`config.mk`:
```
export PLATFORM = sky130hd
export DESIGN_NAME = coco_muldiv
export DESIGN_NICKNAME = d
export VERILOG_FILES = /design/src/rtl/coco_muldiv.sv
export SDC_FILE = /design/constraint.sdc
export NUM_CORES = 1
export LEC_CHECK = 0
export CORE_ASPECT_RATIO = 0.6
export CORE_MARGIN = 2
export CORE_UTILIZATION = 25
export DETAILED_ROUTE_END_ITERATION = 10
export SLEW_MARGIN = 15
export SYNTH_ARGS = -nofsm -noshare
export SYNTH_HDL_FRONTEND = slang
export SYNTH_SLANG_ARGS = --single-unit
```
`constraint.sdc`:
```
create_clock -name Clk -period 7.2 [get_ports Clk]
set_input_delay 0.72 -clock Clk [delete_from_list [all_inputs] [get_ports Clk]]
set_output_delay 0.72 -clock Clk [all_outputs]
set_load 0.03 [all_outputs]
```
`src/rtl/coco_muldiv.sv`:
```
// Iterative HI/LO multiply/divide unit: radix-2 shift-add multiply, restoring divide,
// one step per cycle, plus MTHI/MTLO writes. Signed ops run on magnitudes.
module coco_muldiv #(
    parameter int N = 32
) (
    input  logic         Clk,
    input  logic         Rst_n,
    input  logic         Start,
    input  logic [2:0]   Op,
    input  logic [N-1:0] A,
    input  logic [N-1:0] B,
    input  logic         Cancel,
    input  logic         HiLoSel,
    output logic         Busy,
    output logic         Done,
    output logic [N-1:0] Hi,
    output logic [N-1:0] Lo,
    output logic [N-1:0] Out
);
    localparam int CW = $clog2(N + 1);

    typedef enum logic {S_IDLE, S_RUN} state_t;

    state_t          r_state, w_next;
    logic [CW-1:0]   r_cnt;
    logic            r_is_div, r_neg_q, r_neg_r, r_dz, r_done;
    logic [N:0]      r_acc;
    logic [N-1:0]    r_mq, r_opb, r_hi, r_lo;

    logic            w_start, w_issue, w_mthi, w_mtlo, w_last;
    logic            w_a_neg, w_b_neg;
    logic [N-1:0]    w_a_mag, w_b_mag;
    logic [N:0]      w_sum, w_sh, w_trial, w_acc_n;
    logic [N-1:0]    w_mq_n, w_q_f, w_r_f, w_hi_f, w_lo_f;
    logic [2*N-1:0]  w_prod, w_prod_f;

    // Cancel beats any same-cycle Start, including MTHI/MTLO.
    assign w_start = Start && !Cancel && (r_state == S_IDLE);
    assign w_issue = w_start && !Op[2];
    assign w_mthi  = w_start && (Op == 3'b100);
    assign w_mtlo  = w_start && (Op == 3'b101);
    assign w_last  = (r_state == S_RUN) && !Cancel && (r_cnt == CW'(1));

    assign w_a_neg = Op[0] && A[N-1];
    assign w_b_neg = Op[0] && B[N-1];
    assign w_a_mag = w_a_neg ? -A : A;
    assign w_b_mag = w_b_neg ? -B : B;

    // One iteration: {acc, mq} shifts right for multiply, left for divide.
    assign w_sum   = r_mq[0] ? (r_acc + {1'b0, r_opb}) : r_acc;
    assign w_sh    = {r_acc[N-1:0], r_mq[N-1]};
    assign w_trial = w_sh - {1'b0, r_opb};

    always_comb begin
        w_acc_n = '0;
        w_mq_n  = '0;
        if (!r_is_div) begin
            w_acc_n = {1'b0, w_sum[N:1]};
            w_mq_n  = {w_sum[0], r_mq[N-1:1]};
        end else if (!w_trial[N]) begin
            w_acc_n = w_trial;
            w_mq_n  = {r_mq[N-2:0], 1'b1};
        end else begin
            w_acc_n = w_sh;
            w_mq_n  = {r_mq[N-2:0], 1'b0};
        end
    end

    // Sign fix-up on the last step; a zero divisor leaves |A| as remainder, so Hi = A.
    assign w_prod   = {w_acc_n[N-1:0], w_mq_n};
    assign w_prod_f = r_neg_q ? -w_prod : w_prod;
    assign w_q_f    = r_dz ? '1 : (r_neg_q ? -w_mq_n : w_mq_n);
    assign w_r_f    = r_neg_r ? -w_acc_n[N-1:0] : w_acc_n[N-1:0];
    assign w_hi_f   = r_is_div ? w_r_f : w_prod_f[2*N-1:N];
    assign w_lo_f   = r_is_div ? w_q_f : w_prod_f[N-1:0];

    always_ff @(posedge Clk or negedge Rst_n) begin
        if (!Rst_n) r_state <= S_IDLE;
        else        r_state <= w_next;
    end

    always_comb begin
        w_next = r_state;
        case (r_state)
            S_IDLE: if (w_issue) w_next = S_RUN;
            S_RUN:  if (Cancel || r_cnt == CW'(1)) w_next = S_IDLE;
            default: w_next = S_IDLE;
        endcase
    end

    always_comb begin
        Busy = (r_state == S_RUN);
    end

    always_ff @(posedge Clk or negedge Rst_n) begin
        if (!Rst_n) begin
            r_cnt    <= '0;
            r_acc    <= '0;
            r_mq     <= '0;
            r_opb    <= '0;
            r_is_div <= 1'b0;
            r_neg_q  <= 1'b0;
            r_neg_r  <= 1'b0;
            r_dz     <= 1'b0;
            r_done   <= 1'b0;
            r_hi     <= '0;
            r_lo     <= '0;
        end else begin
            r_done <= w_last;
            if (w_issue) begin
                r_cnt    <= CW'(N);
                r_acc    <= '0;
                r_mq     <= w_a_mag;
                r_opb    <= w_b_mag;
                r_is_div <= Op[1];
                r_neg_q  <= w_a_neg ^ w_b_neg;
                r_neg_r  <= w_a_neg;
                r_dz     <= Op[1] && (B == '0);
            end else if (r_state == S_RUN) begin
                if (Cancel) begin
                    r_cnt <= '0;
                end else begin
                    r_cnt <= r_cnt - CW'(1);
                    r_acc <= w_acc_n;
                    r_mq  <= w_mq_n;
                end
            end
            if (w_last) begin
                r_hi <= w_hi_f;
                r_lo <= w_lo_f;
            end else if (w_mthi) begin
                r_hi <= A;
            end else if (w_mtlo) begin
                r_lo <= A;
            end
        end
    end

    assign Done = r_done;
    assign Hi   = r_hi;
    assign Lo   = r_lo;
    assign Out  = HiLoSel ? r_hi : r_lo;

endmodule

```
# Word level (Yosys, flattened, before mapping)
# Index checks and enable logic that the tools add are counted.
# op_classes
addsub,8
eq_ne,5
muxes,31
bitwise,2
n_reduce_logical,19
# op_table
cell,n
32-bit 2-to-1 mux,17
33-bit 2-to-1 mux,6
32-bit negation,4
64-bit 2-to-1 mux,1
64-bit negation,1
33-bit by 32-bit adder with 33-bit output,1
33-bit by 32-bit subtractor with 33-bit output,1
32-bit zero test,1
6-bit 2-to-1 mux,3
1-bit logical AND,10
"3-bit == test, second input constant",2
"6-bit by 1-bit == test with 1-bit output, second input constant",1
2-bit nonzero test,3
"6-bit by 1-bit subtractor with 6-bit output, second input constant",1
"2-bit by 1-bit != test with 1-bit output, second input constant",2
2-bit AND reduction,2
1-bit 2-to-1 mux,3
1-bit zero test,2
1-bit one-hot mux with 2 select lines,1
1-bit logical OR,1
1-bit NOT,1
1-bit bitwise XOR,1
# totals
register_bits,173
input_bits,72
output_inout_bits,98
wordCells,77

# Longest topological paths before layout
# Gate-level depths: netlist of run 1.
# depth
word_depth,8
depth_mapped,28
mapped_depth_nobuf,28

# Least setup slack after synthesis of run 1
# No wires, ideal clock.
# synth_timing
kind,register to register
startpoint,register r_acc[1]
endpoint,register r_hi[29] (netlist: Hi[29])
setup_ps,137
arrival_ps,5334
setup_slack_ps,1729
stages_incl_launch_ff,25
path_cell_list,dfrtp_1 -> ha_1 -> nor2b_4 -> o31a_1 -> o31ai_2 -> a21oi_1 -> o211ai_1 -> a21oi_1 -> o21ai_0 -> a21boi_0 -> o21ai_0 -> nand2b_1 -> ha_1 -> nor3b_1 -> o211ai_1 -> or4_4 -> nor4_4 -> nand3_2 -> nor4_4 -> nand2_1 -> o21a_1 -> o22a_1 -> o41ai_2 -> xnor2_1 -> a21oi_1
# synth_between
elab_chain_len,7
word_cells_on_any_way,13
classes_between,4 x add/sub; 9 x mux
# synth_rtl
item,line,rtl
"start, declared",27,logic [N:0] r_acc;
"start signal, assigned",124,r_acc <= w_acc_n;
33-bit by 32-bit subtractor with 33-bit output or 33-bit by 32-bit adder with 33-bit output (tied branches),"52, 50",
1-bit 2-to-1 mux (tied with other cells),60,end else if (!w_trial[N]) begin
32-bit 2-to-1 mux or 33-bit 2-to-1 mux (tied branches),57,if (!r_is_div) begin
64-bit negation or 32-bit negation (tied branches),"71, 73",
64-bit 2-to-1 mux or 32-bit 2-to-1 mux (tied branches),"71, 73",
32-bit 2-to-1 mux *,74,assign w_hi_f = r_is_div ? w_r_f : w_prod_f[2*N-1:N];
32-bit 2-to-1 mux *,128,if (w_last) begin
"end signal, assigned",129,r_hi <= w_hi_f;
"end, declared",28,"logic [N-1:0] r_mq, r_opb, r_hi, r_lo;"
# Mark *: on every way between the ends. The rest lies on a longest branch, timed or not.
# A chain may end at the register's enable or synchronous reset.

# Final worst setup path of run 1
# layout_timing
startpoint,register r_mq[31]
endpoint,register r_hi[26] (netlist: Hi[26])
# layout_between
elab_chain_len,7
word_cells_on_any_way,11
classes_between,3 x add/sub; 8 x mux
# layout_rtl
item,line,rtl
"start, declared",28,
"start signal, assigned",113,r_mq <= w_a_mag;
"start signal, assigned",125,r_mq <= w_mq_n;
33-bit by 32-bit subtractor with 33-bit output,52,"assign w_trial = w_sh - {1'b0, r_opb};"
1-bit 2-to-1 mux or 33-bit 2-to-1 mux (tied branches),60,
32-bit 2-to-1 mux or 33-bit 2-to-1 mux (tied branches),57,
64-bit negation or 32-bit negation (tied branches),"71, 73",
64-bit 2-to-1 mux or 32-bit 2-to-1 mux (tied branches),"71, 73",
32-bit 2-to-1 mux *,74,
32-bit 2-to-1 mux *,128,
# Marks and branches as above.

==> impl_results.md, run 1 <==
* Status: finished clean
* CTS Buffer Depth at 2
* Post-CTS setup buffers at 0
* Worst skew pair latency at approximately 0.48 ns
* Cell count after synthesis at 2075
* Setup Crit Path Kind: reg -> reg
* Layout cells sized above 1 at under 10%
* Async S/R FF share, synth at 100%
* Gpl congestion at 1.00
* Initial antenna violation count at 1
* Worst clock skew at 0.0154 ns
* Synth Cell Area at about 16000 sq um
* Max Cap Viol at 0
* Antenna viol nets, final at 0
* Via Count at around 17000
* H-tree lvl count at 4
* Tcrit/Tclk final at between 90% and 100%
* Routed WL at between 60000 and 70000 um
* Finished Core Util at a little under a third
* Switching Power at 5.16 mW
* TritonCTS Sinks at about 170
* Minimum clock period at a little under 7 ns
* Fmax at about 150 MHz
* Die span in y at about 200 um
* N_diodes at 0
* Critical path capture point type: register
* Inst Count DP at between 3000 and 4000
* Sequential Power Share at between 10% and 20%
* First-pass GRT wire length at between 100000 and 150000 um
* Fillers at slightly below 7000
* DP Wirelength at roughly 52000 um
* First DRT Iteration DRCs at about 2000
* Vias in the first global route at 15400
* Num rows at a little over 70
* Die footprint at about 67000 sq um
* Sw Share at between 50% and 60%
* Max-slew violations at 0
* IO Port Bufs at roughly 170
* Remaining routing DRC violations at 0
* Slew headroom at a little over a fifth
* P per Cell Area at between 400 and 500 nW/um^2
* Setup TNS at 0 ns
* Comb pwr share at 70.0%
* Initial core utilization at between 20% and 30%
* Largest net degree at the start of global routing at 90
* All-Layer GR Usage at approximately 20%
* # setup viols final at 0
* Clock root cell: clkbuf_16
* DR WL/cell at between 20 and 25 um
* Clk network pwr share at between 10% and 20%
* Core footprint at approximately 64000 sq um
* # IOs at between 150 and 200
* WP data arrival at between 7 and 8 ns
* Min-delay worst type: in -> async
* Die W at about 330 um
* Peak VDD IR at around 0.22 mV
* Inserted Clock Buffers at 17
* Syn nets at ~2200
* Leak at just under 8 nW
* Reg clk slew, reported paths at roughly 0.080 ns
* DRT Pass-1 Iters at 6
* Seq/Total Area, Yosys at between 20% and 30%
* Fin nets at approximately 2300
* Critical Path Fanout Max at 22
* Post-Layout Cell Count at 3060
* Unrepaired setup endpoints after global routing: no
* Seq cells post-synth at ~170
* Avg Inst Size Synth at between 7 and 8 sq um
* Worst slew pin tran at 1.17 ns
* GRT Residual Overflow at 0
* EDFF count, synth at 0
* Area grow syn2layout at 20.4%
* Synth Flop Type: dfrtp_1
* Fin. Hold Viols at 0
* Req. time, crit path at ~7.5 ns
* Int Power at around 4.4 mW
* Ys Warns at 0
* Startpoint Class: register
* CTS tree: built
* Synth cell types at just over 90
* Vias/cell at 5.55
[cells in the mapped netlist (all sizes together), types with 6 or more instances]
cell / number / area (sq um)
and2: 14 / 87.6
mux2i: 64 / 644
o22ai: 12 / 75.1
xor2: 52 / 455
and3: 12 / 75.1
o21a: 25 / 188
nor2: 104 / 395
nor3b: 11 / 92.6
nor2b: 29 / 189
o21ai: 206 / 1030
nand2b: 18 / 113
a21oi: 151 / 763
a21o: 29 / 218
xnor2: 86 / 753
nor3: 49 / 255
mux2: 34 / 383
or3: 25 / 156
or2: 10 / 62.6
nand4: 19 / 119
a32oi: 24 / 210
a211oi: 36 / 280
o211ai: 23 / 173
a31oi: 30 / 188
nand3: 76 / 385
nor4: 23 / 189
a311oi: 7 / 61.3
dfrtp: 173 / 4330
o31ai: 21 / 163
a22oi: 7 / 52.6
clkbuf: 90 / 338
nand2: 280 / 1050
inv: 84 / 315
ha: 71 / 888
o21bai: 6 / 45.0
o221ai: 34 / 298
or4: 8 / 67.6
nand3b: 7 / 52.6
o2111ai: 9 / 85.1
buf: 33 / 156
a211o: 7 / 61.3
[cells in the final DEF, fill, tap and decap left out, types with 9 or more instances in the layout]
master,Yosys,layout
o211ai_1,23,23
o31ai_1,20,20
a21oi_1,149,147
o21ai_1,16,16
nand2_1,280,280
a32oi_1,24,24
nand4_1,19,19
nor2b_1,28,27
ha_1,71,71
and3_1,12,12
mux2i_1,63,63
nor3b_1,9,9
o21ai_0,189,189
a31oi_1,30,30
nand2b_1,18,17
buf_4,0,56
nor4_1,20,20
nor3_1,47,47
and2_1,14,14
or3_1,25,25
a21o_1,29,29
o21a_1,25,25
inv_1,82,81
xnor2_1,86,86
clkbuf_16,0,17
a211oi_1,34,34
dfrtp_1,173,172
xor2_1,52,52
mux2_2,34,34
o22ai_1,12,12
nor2_1,102,100
o221ai_1,34,34
nand3_1,75,75
clkdlybuf4s50_1,0,167
[repair_timing]
item | in CTS | in global routing
setup endpoints to repair | 0 | 1
hold buffers | 0 | 0
gates resized for setup | 0 | 1
[metrics by stage]
stage	setup slack, ns	hold slack, ns	instance area, sq um	total power, mW
after global placement	0.619	0.484	18900	8.36
after CTS	0.476	0.259	19500	9.36
after floorplan	1.73	0.424	16200	6.01
after detailed placement	0.537	0.484	18900	8.33
final	0.320	0.255	19500	9.53
after global routing	0.0209	0.282	19500	10.1
[path summary, 6_finish.rpt]
path | start | endpoint | slack, ns | cells after the start
setup / recovery | r_mq[31] | Hi[26] | 0.32 | 26
hold / removal | Rst_n | r_mq[7] | 0.26 | 1
setup reg to reg | r_mq[31] | Hi[26] | 0.32 | 26
hold reg to reg | r_cnt[4] | r_cnt[4] | 0.49 | 1
max in group asynchronous | Rst_n | r_is_div | 5.59 | 2
min in group Clk | r_cnt[4] | r_cnt[4] | 0.49 | 1
[area by class of cell]
type	instances	area, sq um	share of cell area, %
inverters	84	315	1.62
clock inverters	14	151	0.778
multi-input cells	1695	11100	56.8
flip-flops and latches	173	4330	22.3
clock buffers	18	439	2.26
well taps	851	1060	5.47
repair buffers	225	2110	10.8
[state kept, by name (all words and copies together), names as in the netlist, 6 cells and up]
| signal | flops |
|---|---|
| Lo | 32 |
| r_opb | 32 |
| r_cnt | 6 |
| r_acc | 33 |
| Hi | 32 |
| r_mq | 32 |
[metal layers]
layer / GRT usage (%) / routed length [um] / vias up
met1: 31.2 / 33600 / 8227
li1: - / - / 7893
met4: 2.58 / 530 / 0
met3: 5.62 / 7110 / 40
met5: 0 / 0 / -
met2: 25.8 / 26000 / 816
[critical path, stage by stage (launching register included)]
cell and delay [ns]:
dfrtp_1 0.41, inv_1 0.10, ha_1 0.20, fa_1 0.27, nor2b_4 0.06, o31a_1 0.28, o31ai_2 0.49, a21oi_1 0.25
o211ai_1 0.30, a21oi_1 0.10, o21ai_0 0.19, a21boi_0 0.14, o21ai_0 0.19, nand2b_1 0.08, ha_1 0.49, buf_4 0.34
nor2b_1 0.08, a311oi_1 0.34, a2bb2oi_1 0.32, nor3_1 0.38, nand4_1 0.38, nor4_4 0.27, buf_4 0.20, nand4_1 0.21
a21oi_2 0.38, xnor2_1 0.16, a21oi_1 0.08
[cell families (layout without fill, tap and decap cells)]
family,count (synthesis),in the layout,synth area share [%]
AND/OR/NAND/NOR,699,699,21.1
AO/OA/AOI/OAI,687,687,27.5
multiplexers,98,98,6.35
adder cells (fa/ha/maj),73,73,5.74
buffers and inverters,207,341,5.01
flip-flops,173,173,26.8
XOR/XNOR,138,138,7.48
[power groups by stage]
stage / Sequential, mW / Combinational [mW] / Clock (mW)
2_1_floorplan: 1.99 / 4.02 / 0
3_3_place_gp: 1.86 / 6.50 / 0
3_5_place_dp: 1.86 / 6.46 / 0
4_1_cts: 1.85 / 6.50 / 1.02
5_1_grt: 1.91 / 7.16 / 1.05
6_report: 1.86 / 6.67 / 1.00
No activity file was read; power rests on OpenSTA's default activity.
==> run 2: changes to the inputs <==
Settings changed: ABC_AREA from default to 1.
==> impl_results.md, run 2 <==
* Minimum clock period at 5.35 ns (was 6.88 ns)
* Setup Crit Path Kind: reg -> reg (unchanged)
* First DRT Iteration DRCs at 2885 (was 2040)
* Area grow syn2layout at 18.2% (was 20.4%)
* Worst clock skew at 0.0113 ns (was 0.0154 ns)
* Initial antenna violation count at 1 (unchanged)
* Fmax at 187 MHz (was 145 MHz)
* Max reg flops at 33 (unchanged)
* Top reg by flops: r_acc (unchanged)
* Post-CTS setup buffers at 0 (unchanged)
* DP Wirelength at 69600 um (was 52000 um)
* Min-delay worst type: in -> async (unchanged)
* Max Cap Viol at 0 (unchanged)
* Initial core utilization at 25.2% (about the same)
* Synth cell count leaders: 984 x nand2_1, 536 x inv_1, 273 x nor2_1 (was 280 x nand2_1, 189 x o21ai_0, 173 x dfrtp_1)
* Die span in y at 212 um (was 201 um)
* Sequential Power Share at 17.4% (was 19.5%)
* Sw Share at 59.4% (was 54.2%)
* # setup viols final at 0 (unchanged)
* First-pass GRT wire length at 125000 um (was 101000 um)
* Fin. Hold Viols at 0 (unchanged)
* Post-CTS Hold Buffers at 0 (unchanged)
* Clk network pwr share at 10.2% (was 10.5%)
* Synth cell types at 52 (was 91)
* Max-slew violations at 0 (unchanged)
* TritonCTS Sinks at 173 (unchanged)
* Comb pwr share at 72.3% (was 70.0%)
* Setup TNS at 0 ns (unchanged)
* P per Cell Area at 486 nW/um^2 (was 489 nW/um^2)
* DR WL/cell at 20.5 um (was 22.0 um)
* Unrepaired setup endpoints after global routing: no (unchanged)
* All-Layer GR Usage at 22.8% (was 19.6%)
* Async S/R FF share, synth at 100% (unchanged)
* Met3 track demand over resource at 10.6% (was 5.62%)
* Antenna viol nets, final at 0 (unchanged)
* N_diodes at 0 (unchanged)
* Synth top area cells: dfrtp_1 24%, nand2_1 21%, inv_1 11% (was dfrtp_1 27%, nand2_1 6.5%, o21ai_0 5.9%)
* Vias in the first global route at 18400 (was 15400)
* Commonest non-fill, non-tap cell in the layout: nand2_1 (unchanged)
* Slew headroom at 32.7% (was 21.4%)
* Cell count after synthesis at 3090 (was 2075)
* EDFF count, synth at 0 (unchanged)
* Largest net degree at the start of global routing at 103 (was 90)
* Seq cells post-synth at 173 (unchanged)
* Ys Warns at 0 (unchanged)
* DRT Pass-1 Iters at 6 (unchanged)
* Clock root cell: clkbuf_16 (unchanged)
* Status: finished clean (unchanged)
* Gpl congestion at 1.01 (was 1.00)
* CTS tree: built (unchanged)
* Tcrit/Tclk final at 74.3% (was 95.6%)
* Routing usage on met2 at 27.3% (was 25.8%)
* Inserted Clock Buffers at 17 (unchanged)
* Core footprint at 71500 sq um (was 64200 sq um)
* Fin nets at 3348 (was 2341)
* H-tree lvl count at 4 (unchanged)
* Remaining routing DRC violations at 0 (unchanged)
* Synth Cell Area at 18000 sq um (was 16200 sq um)
* WP data arrival at 5.70 ns (was 7.20 ns)
* Int Power at 4.20 mW (was 4.36 mW)
* Syn nets at 3235 (was 2220)
* Largest stage delay on the critical path at 0.47 ns (was 0.49 ns)
* Peak VDD IR at 0.267 mV (was 0.221 mV)
* Power, Total at 10.3 mW (was 9.53 mW)
* Routed WL at 85900 um (was 67300 um)
* Req. time, crit path at 7.55 ns (was 7.52 ns)
* CTS Buffer Depth at 2 (unchanged)
* Layout cells sized above 1 at 4.63% (was 7.92%)
* Synth Flop Type: dfrtp_1 (unchanged)
* Most Used Layer, Global Route: met1 (unchanged)
* Commonest non-fill, non-tap cells in the layout: 984 x nand2_1, 534 x inv_1, 270 x nor2_1 (was 280 x nand2_1, 189 x o21ai_0, 172 x dfrtp_1)
* GRT Residual Overflow at 0 (unchanged)
* CP dominant cell by count: nand2_1 (was a21oi_1)
* Switching Power at 6.15 mW (was 5.16 mW)
* Via Count at 20800 (was 17000)
* Critical Path Fanout Max at 8 (was 22)
* Number of gates resized after CTS at 0 (unchanged)
* IO Port Bufs at 169 (unchanged)
* Die footprint at 74300 sq um (was 66800 sq um)
* Num rows at 76 (was 72)
* Startpoint Class: register (unchanged)
* Seq/Total Area, Yosys at 24.0% (was 26.8%)
* Leak at 10.8 nW (was 7.82 nW)
* # IOs at 170 (unchanged)
* Critical path capture point type: register (unchanged)
* Grt met1 use at 35.8% (was 31.2%)
* Die W at 351 um (was 332 um)
* Worst slew pin tran at 1.01 ns (was 1.17 ns)
* Area leader, netlist: dfrtp_1 (unchanged)
* CP max stage cell: dfrtp_1 (was o31ai_2)
* Vias/cell at 4.95 (was 5.55)
* Avg Inst Size Synth at 5.83 sq um (was 7.79 sq um)
* Share of the synthesized area in the top cell type at 24.0% (was 26.8%)
* Worst skew pair latency at 0.47 ns (was 0.48 ns)
* Reg clk slew, reported paths at 0.08 ns (about the same)
* Top-count cell post-synth: nand2_1 (unchanged)
## run 2: changes by cell type after synthesis, sizes merged, moves of 28 or more
cell,before,now
a21o,29,1
nand3,76,263
nor2b,29,0
a211oi,36,1
inv,84,550
nand2,280,994
xnor2,86,7
mux2i,64,0
nor2,104,290
o22ai,12,41
## run 2: cells by family after synthesis
group / synth area share, %
simple gates: 38.0
fa+ha+maj: 5.15
xor+xnor: 2.19
mux: 0.563
buf+inv: 14.1
flops: 24.0
compound gates: 15.9
## run 2: power by group through the flow
stage | Clock (mW) | Combinational, mW | Sequential, mW
after floorplan | 0 | 4.41 | 1.99
after global placement | 0 | 7.27 | 1.81
after detailed placement | 0 | 7.24 | 1.82
after CTS | 1.07 | 7.27 | 1.80
after global routing | 1.11 | 8.14 | 1.85
final | 1.06 | 7.48 | 1.81
## run 2: layer usage
metal	share of wire, %	wire [um]
met1	49	42200
met2	35	30100
met3	15	12700
met4	1.1	947
met5	0.031	27
## run 2: final cells by class
type	instances	area, sq um
Fill cell	8189	50200
Multi-Input combinational cell	2264	11200
Sequential cell	173	4330
Inverter	556	2090
Timing Repair Buffer	191	1860
Tap cell	975	1220
Clock buffer	20	447
Clock inverter	12	184
## run 2: worst max-delay path: cells and delay by family, from the launching register on
family                     cells  cell delay (ns)
AOI/OAI and AO/OA              3             0.41
adders and majority gates      3             1.08
buffers and inverters          2             0.25
DFF                            1             0.47
and+or+nand+nor               25             3.00
## run 2: stage by stage
stage / utilization [%] / setup WS, ns / hold WS [ns] / area (sq um) / instances
after floorplan: - / 3.04 / 0.424 / 18000 / 3090
after global placement: 28.9 / 2.13 / 0.491 / 20700 / 4159
after detailed placement: 28.9 / 2.05 / 0.490 / 20700 / 4159
after CTS: 29.8 / 2.03 / 0.376 / 21300 / 4191
after global routing: 29.8 / 1.34 / 0.383 / 21300 / 4191
final: 29.8 / 1.85 / 0.307 / 21300 / 4191
## run 2: worst paths after layout
kind                                from  endpoint  slack (ns)  cells after the start
worst max-delay path            r_acc[2]    Hi[20]        1.85                     33
worst min-delay path               Rst_n   r_mq[4]        0.31                      1
worst max register to register  r_acc[2]    Hi[20]        1.85                     33
worst min register to register   r_mq[4]   r_mq[4]        0.51                      2
max in group asynchronous          Rst_n  r_is_div        5.30                      2
min in group Clk                 r_mq[4]   r_mq[4]        0.51                      2
